**src/rtl/alu_pkg.sv**
```systemverilog
// Shared definitions for the bit-serial ALU: control codes, FSM states and
// small op-decoding helpers.
package alu_pkg;

  localparam int ALU_WIDTH = 32;

  localparam logic [3:0] OP_AND = 4'b0000;
  localparam logic [3:0] OP_OR  = 4'b0001;
  localparam logic [3:0] OP_ADD = 4'b0010;
  localparam logic [3:0] OP_XOR = 4'b0011;
  localparam logic [3:0] OP_SUB = 4'b0110;
  localparam logic [3:0] OP_SLT = 4'b0111;
  localparam logic [3:0] OP_NOR = 4'b1100;

  typedef enum logic [1:0] {
    ST_IDLE = 2'd0,
    ST_RUN  = 2'd1,
    ST_DONE = 2'd2
  } state_t;

  // SUB and SLT both compute A + ~B + 1
  function automatic logic op_subtracts(input logic [3:0] op);
    return (op == OP_SUB) || (op == OP_SLT);
  endfunction

  function automatic logic op_valid(input logic [3:0] op);
    case (op)
      OP_AND, OP_OR, OP_ADD, OP_XOR, OP_SUB, OP_SLT, OP_NOR: return 1'b1;
      default: return 1'b0;
    endcase
  endfunction

endpackage

```
**src/rtl/alu_1.sv**
```systemverilog
// One-bit MIPS ALU slice: full adder plus the bitwise logic results and
// propagate/generate terms.
module alu_1 (
  input  logic a,
  input  logic b,
  input  logic cin,
  output logic sum,
  output logic cout,
  output logic y_and,
  output logic y_or,
  output logic y_xor,
  output logic y_nor,
  output logic p,
  output logic g
);

  assign y_and = a & b;
  assign y_or  = a | b;
  assign y_xor = a ^ b;
  assign y_nor = ~(a | b);
  assign p     = a | b;
  assign g     = a & b;
  assign sum   = a ^ b ^ cin;
  assign cout  = g | (p & cin);

endmodule

```
**src/rtl/alu_serial.sv**
```systemverilog
// Bit-serial ALU: one alu_1 slice iterated LSB-first over WIDTH cycles,
// with flags reconstructed on the last bit and a one-cycle done pulse.
module alu_serial
  import alu_pkg::*;
#(
  parameter int WIDTH = ALU_WIDTH
) (
  input  logic             clk,
  input  logic             rst_n,
  input  logic             start,
  input  logic [3:0]       op,
  input  logic [WIDTH-1:0] a,
  input  logic [WIDTH-1:0] b,
  output logic             busy,
  output logic             done,
  output logic [WIDTH-1:0] result,
  output logic             zero,
  output logic             carry_out,
  output logic             overflow
);

  localparam int CW = (WIDTH > 1) ? $clog2(WIDTH) : 1;
  localparam logic [CW-1:0] LAST = CW'(WIDTH - 1);

  state_t           state, state_n;
  logic [WIDTH-1:0] sa, sb;
  logic [WIDTH-2:0] rs;
  logic [3:0]       op_q;
  logic             cy;
  logic [CW-1:0]    cnt;
  logic             accept, last;

  logic s_sum, s_cout, s_and, s_or, s_xor, s_nor, s_p, s_g;
  logic unused_pg;

  alu_1 u_slice (
    .a     (sa[0]),
    .b     (sb[0]),
    .cin   (cy),
    .sum   (s_sum),
    .cout  (s_cout),
    .y_and (s_and),
    .y_or  (s_or),
    .y_xor (s_xor),
    .y_nor (s_nor),
    .p     (s_p),
    .g     (s_g)
  );
  assign unused_pg = s_p ^ s_g;

  always_comb begin
    state_n = state;
    busy    = 1'b0;
    done    = 1'b0;
    accept  = 1'b0;
    last    = 1'b0;
    case (state)
      ST_IDLE: begin
        if (start) begin
          accept  = 1'b1;
          state_n = ST_RUN;
        end
      end
      ST_RUN: begin
        busy = 1'b1;
        if (cnt == LAST) begin
          last    = 1'b1;
          state_n = ST_DONE;
        end
      end
      ST_DONE: begin
        done = 1'b1;
        if (start) begin
          accept  = 1'b1;
          state_n = ST_RUN;
        end else begin
          state_n = ST_IDLE;
        end
      end
      default: state_n = ST_IDLE;
    endcase
  end

  logic             bit_sel;
  logic [WIDTH-1:0] full;
  logic [WIDTH-1:0] fin;
  logic             ovf_raw, fin_co, fin_ov;

  always_comb begin
    case (op_q)
      OP_AND:                 bit_sel = s_and;
      OP_OR:                  bit_sel = s_or;
      OP_XOR:                 bit_sel = s_xor;
      OP_NOR:                 bit_sel = s_nor;
      OP_ADD, OP_SUB, OP_SLT: bit_sel = s_sum;
      default:                bit_sel = 1'b0;
    endcase
  end

  assign full    = {bit_sel, rs};
  // On the MSB cycle cy is the carry into the MSB, s_cout the carry out of it
  assign ovf_raw = cy ^ s_cout;

  always_comb begin
    fin    = full;
    fin_co = 1'b0;
    fin_ov = 1'b0;
    if (!op_valid(op_q)) begin
      fin = '0;
    end else if (op_q == OP_SLT) begin
      fin    = '0;
      fin[0] = s_sum ^ ovf_raw;
    end else if (op_q == OP_ADD || op_q == OP_SUB) begin
      fin_co = s_cout;
      fin_ov = ovf_raw;
    end
  end

  always_ff @(posedge clk or negedge rst_n) begin
    if (!rst_n) state <= ST_IDLE;
    else        state <= state_n;
  end

  always_ff @(posedge clk or negedge rst_n) begin
    if (!rst_n) begin
      sa        <= '0;
      sb        <= '0;
      rs        <= '0;
      op_q      <= '0;
      cy        <= 1'b0;
      cnt       <= '0;
      result    <= '0;
      zero      <= 1'b0;
      carry_out <= 1'b0;
      overflow  <= 1'b0;
    end else if (accept) begin
      sa   <= a;
      sb   <= op_subtracts(op) ? ~b : b;
      op_q <= op;
      cy   <= op_subtracts(op);
      cnt  <= '0;
    end else if (busy) begin
      sa  <= sa >> 1;
      sb  <= sb >> 1;
      rs  <= full[WIDTH-1:1];
      cy  <= s_cout;
      cnt <= cnt + CW'(1);
      if (last) begin
        result    <= fin;
        zero      <= (fin == '0);
        carry_out <= fin_co;
        overflow  <= fin_ov;
      end
    end
  end

endmodule

```
**config.mk**
```make
export PLATFORM = sky130hd
export DESIGN_NAME = alu_serial
export DESIGN_NICKNAME = d
export VERILOG_FILES = /design/src/rtl/alu_pkg.sv /design/src/rtl/alu_1.sv /design/src/rtl/alu_serial.sv
export SDC_FILE = /design/constraint.sdc
export NUM_CORES = 1
export LEC_CHECK = 0
export BUFFER_PORTS_ARGS = -buffer_cell sky130_fd_sc_hd__buf_2
export CORE_MARGIN = 2
export CORE_UTILIZATION = 40
export CTS_CLUSTER_DIAMETER = 120
export DETAILED_ROUTE_END_ITERATION = 10
export GPL_TIMING_DRIVEN = 0
export PLACE_DENSITY_LB_ADDON = 0.05
export SLEW_MARGIN = 20
export SYNTH_ARGS = -nofsm -noshare
export SYNTH_HDL_FRONTEND = slang
export SYNTH_SLANG_ARGS = --single-unit
```
**constraint.sdc**
```tcl
create_clock -name clk -period 3.7 [get_ports clk]
set_clock_uncertainty 0.15 [all_clocks]
set_input_delay 0.74 -clock clk [delete_from_list [all_inputs] [get_ports clk]]
set_output_delay 0.74 -clock clk [all_outputs]
set_load 0.01 [all_outputs]
```
==> run metrics, run 1 <==
result of the run completed; antenna fix cells 0; measured slew at the worst slew-check pin 0.5587 ns; final setup violation count 0; Core Rows 46; most frequent standard cell in the layout excluding fill and tap cells nand2_1; RSZ-0062 raised after global routing no; Syn Inst Count 744; number of placed instances with taps included 1068; max cap viols 0; internal reg-to-reg setup slack 1.68 ns; maximum number of pins on one net before global-route repair 77; endpoint required time on the critical path 2.81 ns; weighted congestion at the end of routability-driven global placement 0.7948; placed wire-length estimate 10.85 mm; Max Fclk 0.3752 GHz; per-instance average area after synthesis 8.747 µm²; final-report max-slew violation count 0; clk buf depth 2; biggest fanout along the worst timing path 10; antenna-violating nets left 0; Die ar. 17310 µm²; worst flop-to-flop path startpoint cnt[0]$_DFFE_PN0P_; width of the chip 131.6 µm; violation count after the first detailed-route iteration 304; Reg clk slew, reported paths 0.06 ns; LEAKAGE 3.898 nW; time the final worst path needs with I/O delays and setup 2.665 ns; fraction of final layout cells sized beyond drive strength 1 0.2093; TritonRoute pass-1 iters 7; type of the worst setup path reg2out; wire length of the first global-routing pass 26.71 mm; nets in the synthesized netlist 821; root buf cell clkbuf_16; source-to-sink clock delay at the later pin of the worst-skew pair 0.41 ns; GR Util All Layers 0.1904; H-tree Lvls 4; global-route congestion overflow total 0; worst-case vdd ir drop 382.6 µV; Synth Register Bits 142; Main synth FF type dfrtp_1; placed inst area 7351 µm²; Crit-path slowest cell dfrtp_1; most repeated library cell on the critical path buf_2; effective utilization at floorplan 0.4097; core area 15890 µm²; Layout Nets 948; endpoint arrival time on the critical path 1.78 ns; hold bufs inserted after CTS 0; total wirelength of the detailed-routed design 15.48 mm; final design area excluding fillers 8065 µm²; vias after detailed routing 5458; clock buffers created by TritonCTS 17; buffers inserted by post-CTS timing repair 0; number of warning messages in the yosys log 0; via count of the first global-routing pass 5441; CP max stage delay 0.37 ns; die boundary height 131.6 µm; cells along the critical path nand2b_1 -> buf_2 -> inv_2 -> buf_4 -> buf_2 -> buf_2; worst slew slack as a fraction of its limit 0.6275; area of the mapped netlist 6507 µm²; r2r endpoint result[27]$_DFFE_PN0P_; element type at the critical path start flip-flop; Power per Cell Area 831.9 nW/µm²; number of primary I/O pins 108; Routed wire per std cell 14.08 µm; final routed DRC violation total 0; count of instances resized after the clock tree is built 0; TritonCTS clock tree done; number of enable-type register cells in the synthesized netlist 0; share of the yosys chip area belonging to registers 0.5460; CP delay by family, top buffers and inverters; final period utilization 0.7203; count of input and output buffers 107; total count of hold-check failures in the final report 0; Netlist cell types 43; Buf/Inv on CP 5; sink count of the clock tree 142; average vias per placed instance 4.962; kind of end point of the critical path output pin; growth of design area from synthesis to finish 23.94%; path depth of the worst reg2reg path 8; type of the worst min-delay path in2async; antenna violations before repair 2; commonest non-fill, non-tap cells in the layout nand2_1, dfrtp_1, buf_2; share of flip-flops with an asynchronous set or reset 1.000; non-filler instance count after layout 1100
kinds of logic (layout without fill, tap and decap cells):
family / after synthesis / in the layout / synth area share
and+or+nand+nor: 383 / 383 / 0.2365
DFF: 142 / 142 / 0.5460
AOI/OAI and AO/OA: 119 / 119 / 0.1119
buffers and inverters: 60 / 200 / 0.04595
xor gates and xnor gates: 34 / 34 / 0.04576
adders and majority gates: 6 / 6 / 0.01384
area by class of cell:
| cell class | instances | area (µm²) |
|---|---|---|
| clock inverter | 10 | 230.2 |
| clock buffer | 22 | 484.2 |
| tap | 216 | 270.3 |
| multi-input combinational | 542 | 2655 |
| buffer | 54 | 276.5 |
| sequential | 142 | 3553 |
| fill | 1578 | 7820 |
| inverter | 6 | 22.52 |
| timing repair buffer | 108 | 573.1 |
sequential cells by signal, summed over array words and instances, names as in the netlist:
signal and cells:
carry_out 1, cnt 5, cy 1, op_q 4, overflow 1, result 32
rs 31, sa 32, sb 32, state 2, zero 1
how the worst max path moves through the flow:
stage,startpoint,to,slack (ns),cells after the start
finish,state[1]$_DFFE_PN0P_,busy,1.03,6
global route,state[1]$_DFFE_PN0P_,busy,0.93,6
CTS,state[1]$_DFFE_PN0P_,busy,0.99,6
detailed placement,state[1]$_DFFE_PN0P_,busy,1.46,6
global placement,rst_n,sb[10]$_DFFE_PN0P_,-0.28,1
floorplan,state[1]$_DFFE_PN0P_,busy,1.83,5
cell usage after synthesis, drive strengths merged (5+ instances only):
library cell | instances | area [µm²]
dfrtp | 142 | 3553
xnor2 | 30 | 262.8
o21ai | 39 | 195.2
nor4 | 8 | 56.30
a31oi | 58 | 362.9
buf | 41 | 227.7
nand2 | 284 | 1066
clkbuf | 13 | 48.80
inv | 6 | 22.52
nor2 | 68 | 255.2
nand2b | 5 | 31.28
power by group:
part           leakage [nW]  switching [mW]  internal [mW]
Sequential             1.82           0.422           2.18
Combinational          1.73            1.22          0.834
Clock                 0.343           0.644           1.40
Total                  3.90            2.29           4.42
layer usage:
| metal | wire length (µm) | GRT usage |
|---|---|---|
| met5 | 30 | 0 |
| met4 | 375 | 0.07911 |
| met3 | 796 | 0.04475 |
| met2 | 7338 | 0.3022 |
| met1 | 6944 | 0.2510 |
metrics by stage:
step           setup slack, ns  TNS [ns]  total power [mW]  hold slack [ns]    util
2_1_floorplan            1.825         0             4.031           0.2944       -
3_3_place_gp           -0.2816    -38.41             4.619           0.3115  0.4604
3_5_place_dp             1.457         0             4.701           0.3217  0.4627
4_1_cts                 0.9918         0             6.778           0.1325  0.5077
5_1_grt                 0.9265         0             7.243           0.1531  0.5077
6_report                 1.035         0             6.710           0.1284  0.5077
Note: power is estimated with default switching activity, not from simulation.
==> run 2: changes to the inputs <==
Clock period 3.7 ns to 2.36 ns, I/O delays scaled along.
==> run 2 against run 1 <==
  * Core utilization hardly changed
  * Sequential power is 57% higher
  * Largest cell class unchanged
  * Clock power is 57% higher
  * Critical path type unchanged
  * Highest routed layer unchanged
  * Worst hold slack worse by 0.011 ns
  * Largest power group unchanged
  * Count of clock-buffer cells in the layout stayed put
==> run metrics, run 2 (same netlist as run 1, synthesis figures left out) <==
core area 15890 µm² (unchanged); maximum number of pins on one net before global-route repair 77 (unchanged); growth of design area from synthesis to finish 24.01% (about the same); antenna violations before repair 2 (unchanged); buffers inserted by post-CTS timing repair 0 (unchanged); violation count after the first detailed-route iteration 288 (-5.3%); largest registers ranked by flip-flop count result x32, sa x32, sb x32; wire length of the first global-routing pass 26.68 mm (-0.13%); clock buffers created by TritonCTS 17 (unchanged); measured slew at the worst slew-check pin 0.5418 ns (-0.01693 ns); non-filler instance count after layout 1100 (unchanged); Crit-path slowest cell dfrtp_1; weighted congestion at the end of routability-driven global placement 0.7948 (unchanged); TritonRoute pass-1 iters 4 (-3); Power per Cell Area 1303 nW/µm² (+57%); Total Power 10.52 mW (+57%); cells along the critical path nand2b_1 -> buf_2 -> inv_2 -> buf_4 -> buf_2; count of input and output buffers 107 (unchanged); final-report max-slew violation count 0 (unchanged); most frequent standard cell in the layout excluding fill and tap cells nand2_1; commonest non-fill, non-tap cells in the layout nand2_1, dfrtp_1, buf_2; type of the worst setup path reg2out; final hold slack 0.1171 ns (-0.01130 ns); r2r endpoint result[26]$_DFFE_PN0P_; number of cells traversed by the worst hold path 3; die boundary height 131.6 µm (unchanged); Max Fclk 0.4522 GHz; final design area excluding fillers 8070 µm² (about the same); fraction of final layout cells sized beyond drive strength 1 0.2081 (-0.001131); max cap viols 0 (unchanged); total count of hold-check failures in the final report 0 (unchanged); end point of the worst hold path op_q[2]$_DFFE_PN0P_; vias after detailed routing 5453 (-0.092%); average vias per placed instance 4.957 (about the same); worst flop-to-flop path startpoint cnt[0]$_DFFE_PN0P_; count of instances resized after the clock tree is built 0 (unchanged); time the final worst path needs with I/O delays and setup 2.211 ns; Core Rows 46 (unchanged); final routed DRC violation total 0 (unchanged); worst-case vdd ir drop 602.2 µV (+57%); placed wire-length estimate 10.85 mm (unchanged); most repeated library cell on the critical path buf_2; LEAKAGE 3.899 nW (about the same); RSZ-0062 raised after global routing no; Die ar. 17310 µm² (unchanged); global-route congestion overflow total 0 (unchanged); via count of the first global-routing pass 5442 (+0.018%); element type at the critical path start flip-flop; CP delay by family, top buffers and inverters; biggest fanout along the worst timing path 19 (+9); effective utilization at floorplan 0.4097 (unchanged); number of placed instances with taps included 1068 (unchanged); endpoint arrival time on the critical path 1.59 ns (-0.19 ns); CP max stage delay 0.37 ns (about the same); width of the chip 131.6 µm (unchanged); source-to-sink clock delay at the later pin of the worst-skew pair 0.41 ns (about the same); Buf/Inv on CP 4 (-1); TritonCTS clock tree done; final setup violation count 0 (unchanged); number of primary I/O pins 108 (unchanged); worst slew slack as a fraction of its limit 0.6388 (+0.01129); endpoint required time on the critical path 1.74 ns (-1.07 ns); Layout Nets 948 (unchanged); GR Util All Layers 0.1902 (about the same); sink count of the clock tree 142 (unchanged); internal reg-to-reg setup slack 0.33 ns (-1.35 ns); Reg clk slew, reported paths 0.06 ns (about the same); total wirelength of the detailed-routed design 15.54 mm (+0.34%); result of the run completed; source of the worst hold timing path op[2]; type of the worst min-delay path in2reg; root buf cell clkbuf_16; kind of end point of the critical path output pin; Filler Cells Inserted 1577 (-0.063%); antenna-violating nets left 0 (unchanged); clk buf depth 2 (unchanged); antenna fix cells 0 (unchanged); path depth of the worst reg2reg path 8 (unchanged); H-tree Lvls 4 (unchanged); final period utilization 0.9371; Routed wire per std cell 14.12 µm (+0.34%); placed inst area 7351 µm² (unchanged)
==> run 2: cell types whose count changed in the layout (fill, tap and decap cells not counted), sizes merged <==
cell	change
buf	-1
dlygate4sd3	+1
==> run 2: worst max path at each step <==
stage | cells past startpoint | endpoint | from
2_1_floorplan | 5 | zero$_DFFE_PN0P_ | cy$_DFFE_PN0P_
3_3_place_gp | 1 | sb[10]$_DFFE_PN0P_ | rst_n
3_5_place_dp | 8 | result[27]$_DFFE_PN0P_ | cnt[0]$_DFFE_PN0P_
4_1_cts | 5 | busy | state[1]$_DFFE_PN0P_
5_1_grt | 5 | busy | state[1]$_DFFE_PN0P_
6_report | 5 | busy | state[1]$_DFFE_PN0P_
==> run 2: timing repair <==
item                                    in CTS  in global routing
hold buffers                                 1                  0
endpoints found under the setup margin       1                  0
endpoints found under the hold margin       66                  0
==> run 2: power by group <==
group	switching (mW)	internal, mW
Clock	1.01	2.20
Sequential	0.666	3.42
Combinational	1.92	1.30
Total	3.59	6.92
==> run 2: worst min-delay path, stage by stage <==
cell     delay, ns
buf_2         0.09
nand2_1       0.04
nand2_1       0.04
==> run 2: final cells by class <==
cell class | count | area [µm²] | share of cell area
buffer | 53 | 271.5 | 0.03364
clock buffer | 22 | 484.2 | 0.06000
clock inverter | 10 | 230.2 | 0.02853
inverter | 6 | 22.52 | 0.002791
multi-input combinational | 542 | 2655 | 0.3290
sequential | 142 | 3553 | 0.4403
tap | 216 | 270.3 | 0.03349
timing repair buffer | 109 | 583.1 | 0.07225
==> run 2: through the flow <==
stage               setup TNS, ns  worst slack [ns]  utilization
floorplan                       0            0.5778            -
global placement          -190.64            -1.354       0.4604
detailed placement              0            0.3589       0.4627
CTS                             0           0.09747       0.5080
global route                    0           0.05040       0.5080
finish                          0            0.1485       0.5080
==> run 2: layer usage <==
metal / global-route usage / up-vias / part of all wire
met5: 0 / - / 0.0020
met4: 0.07911 / 4 / 0.024
met3: 0.04437 / 33 / 0.049
met2: 0.3028 / 132 / 0.47
met1: 0.2502 / 2582 / 0.46
li1: - / 2702 / -
==> run 3: changes to the inputs <==
Settings changed: REMOVE_ABC_BUFFERS set to 1.
==> run 3 against run 2 <==
  * Die area stayed put
  * Via count fell by 3.6%
  * Sequential power increased by 2%
  * Final cell count decreased by 3.8%
  * Non-clock buffer count decreased by 44
  * Combinational power up 4%
  * Count of clock-buffer cells in the layout grew 1
  * Worst setup slack worse by 0.060 ns
  * Register-to-register slack got worse by 0.09 ns
  * Critical endpoint unchanged
==> run metrics, run 3 (same netlist as run 1, synthesis figures left out) <==
result of the run completed; growth of design area from synthesis to finish 21.50%; clock buffers created by TritonCTS 17 (unchanged); root buf cell clkbuf_16; wire length of the first global-routing pass 26.16 mm (-1.9%); type of the worst setup path reg2out; element type at the critical path start flip-flop; final-report max-slew violation count 0 (unchanged); worst slew slack as a fraction of its limit 0.4978 (-0.1410); Filler Cells Inserted 1598 (+1.3%); antenna fix cells 0 (unchanged); Reg clk slew, reported paths 0.06 ns (about the same); endpoint required time on the critical path 1.74 ns (about the same); antenna-violating nets left 0 (unchanged); count of input and output buffers 107 (unchanged); biggest fanout along the worst timing path 25 (+6); average vias per placed instance 4.966 (+0.18%); type of the worst min-delay path in2reg; placed wire-length estimate 9.261 mm (-15%); effective utilization at floorplan 0.4097 (unchanged); global-route congestion overflow total 0 (unchanged); maximum number of pins on one net before global-route repair 84 (+9.1%); commonest non-fill, non-tap cells in the layout nand2_1, dfrtp_1, buf_2; final period utilization 0.9625 (+0.02543); RSZ-0062 raised after global routing no; measured slew at the worst slew-check pin 0.7510 ns (+0.2092 ns); width of the chip 131.6 µm (unchanged); GR Util All Layers 0.1877 (-0.002545); die boundary height 131.6 µm (unchanged); number of primary I/O pins 108 (unchanged); antenna violations before repair 0 (-2); core area 15890 µm² (unchanged); via count of the first global-routing pass 5236 (-3.8%); vias after detailed routing 5254 (-3.6%); violation count after the first detailed-route iteration 385 (+34%); sink count of the clock tree 142 (unchanged); weighted congestion at the end of routability-driven global placement 0.7445 (-6.3%); total wirelength of the detailed-routed design 15.71 mm (+1.1%); largest registers ranked by flip-flop count result x32, sa x32, sb x32; LEAKAGE 3.801 nW (-2.5%); time the final worst path needs with I/O delays and setup 2.271 ns (+0.06002 ns); TritonRoute pass-1 iters 4 (unchanged); Layout Nets 907 (-4.3%); kind of end point of the critical path output pin; Total Power 9.982 mW (-5.1%); max cap viols 0 (unchanged); endpoint arrival time on the critical path 1.65 ns (+0.06 ns); final hold slack 0.1155 ns (-0.001572 ns); Max Fclk 0.4402 GHz (-2.6%); Die ar. 17310 µm² (unchanged); final routed DRC violation total 0 (unchanged); clk buf depth 2 (unchanged); Routed wire per std cell 14.85 µm (+5.1%); Power per Cell Area 1263 nW/µm² (-3.1%); most frequent standard cell in the layout excluding fill and tap cells nand2_1; H-tree Lvls 4 (unchanged); fraction of final layout cells sized beyond drive strength 1 0.1853 (-0.02287); total count of hold-check failures in the final report 0 (unchanged); Core Rows 46 (unchanged); source-to-sink clock delay at the later pin of the worst-skew pair 0.41 ns (about the same); worst-case vdd ir drop 696.2 µV (+16%); TritonCTS clock tree done; final setup violation count 0 (unchanged)
run 3: critical path, cell delays in order (launching register included):
cell and delay [ns]:
dfrtp_1 0.41, nand2b_4 0.18, buf_16 0.18, inv_16 0.13, buf_16 0.17, buf_2 0.14
run 3: metrics by stage:
step                      area (µm²)  TNS (ns)  utilization  setup slack [ns]  instances
after CTS                       7879         0       0.4960           0.02409       1057
after global placement          7037   -781.28       0.4430            -5.795       1013
after global routing            7906         0       0.4977           0.02123       1058
after detailed placement        7199    -30.59       0.4532           -0.9225       1019
final                           7906         0       0.4977           0.08851       1058
after floorplan                 6231   -245.92            -            -2.654        690
run 3: where the power goes:
group          total (mW)  internal (mW)  switching, mW
sequential           4.15           3.42          0.725
combinational        3.34           1.39           1.95
clock                2.50           1.54          0.959
total                9.98           6.35           3.63
run 3: cell type report:
class / count / area, µm² / area share
inverters: 6 / 41.29 / 0.005222
clock buffers: 23 / 447.9 / 0.05665
clock inverters: 8 / 92.59 / 0.01171
multi-input cells: 544 / 2705 / 0.3421
repair buffers: 118 / 785.8 / 0.09938
well taps: 216 / 270.3 / 0.03418
repair inverters: 1 / 8.758 / 0.001108
flip-flops and latches: 142 / 3555 / 0.4496
run 3: final timing paths:
kind	slack (ns)	cells after the start	start	endpoint
max	0.09	5	state[1]$_DFFE_PN0P_	busy
min	0.12	3	op[0]	op_q[0]$_DFFE_PN0P_
max reg2reg	0.24	7	cnt[0]$_DFFE_PN0P_	result[17]$_DFFE_PN0P_
min reg2reg	0.32	2	result[31]$_DFFE_PN0P_	result[31]$_DFFE_PN0P_
max in group asynchronous	0.86	3	rst_n	sa[15]$_DFFE_PN0P_
min in group asynchronous	0.49	2	rst_n	result[22]$_DFFE_PN0P_
run 3: metal layers:
metal,GRT usage,part of all wire,up-vias
met2,0.3138,0.49,100
met1,0.2379,0.45,2518
met3,0.04321,0.042,15
met4,0.06944,0.015,0
li1,-,-,2621
met5,0,0,-
run 3: what timing repair did:
action,CTS,global route
setup endpoints to repair,45,2
hold buffers,1,0
buffers inserted,1,0
cloned,5,1
gates resized for setup,8,1
endpoints found under the hold margin,82,0
pin swaps,0,0
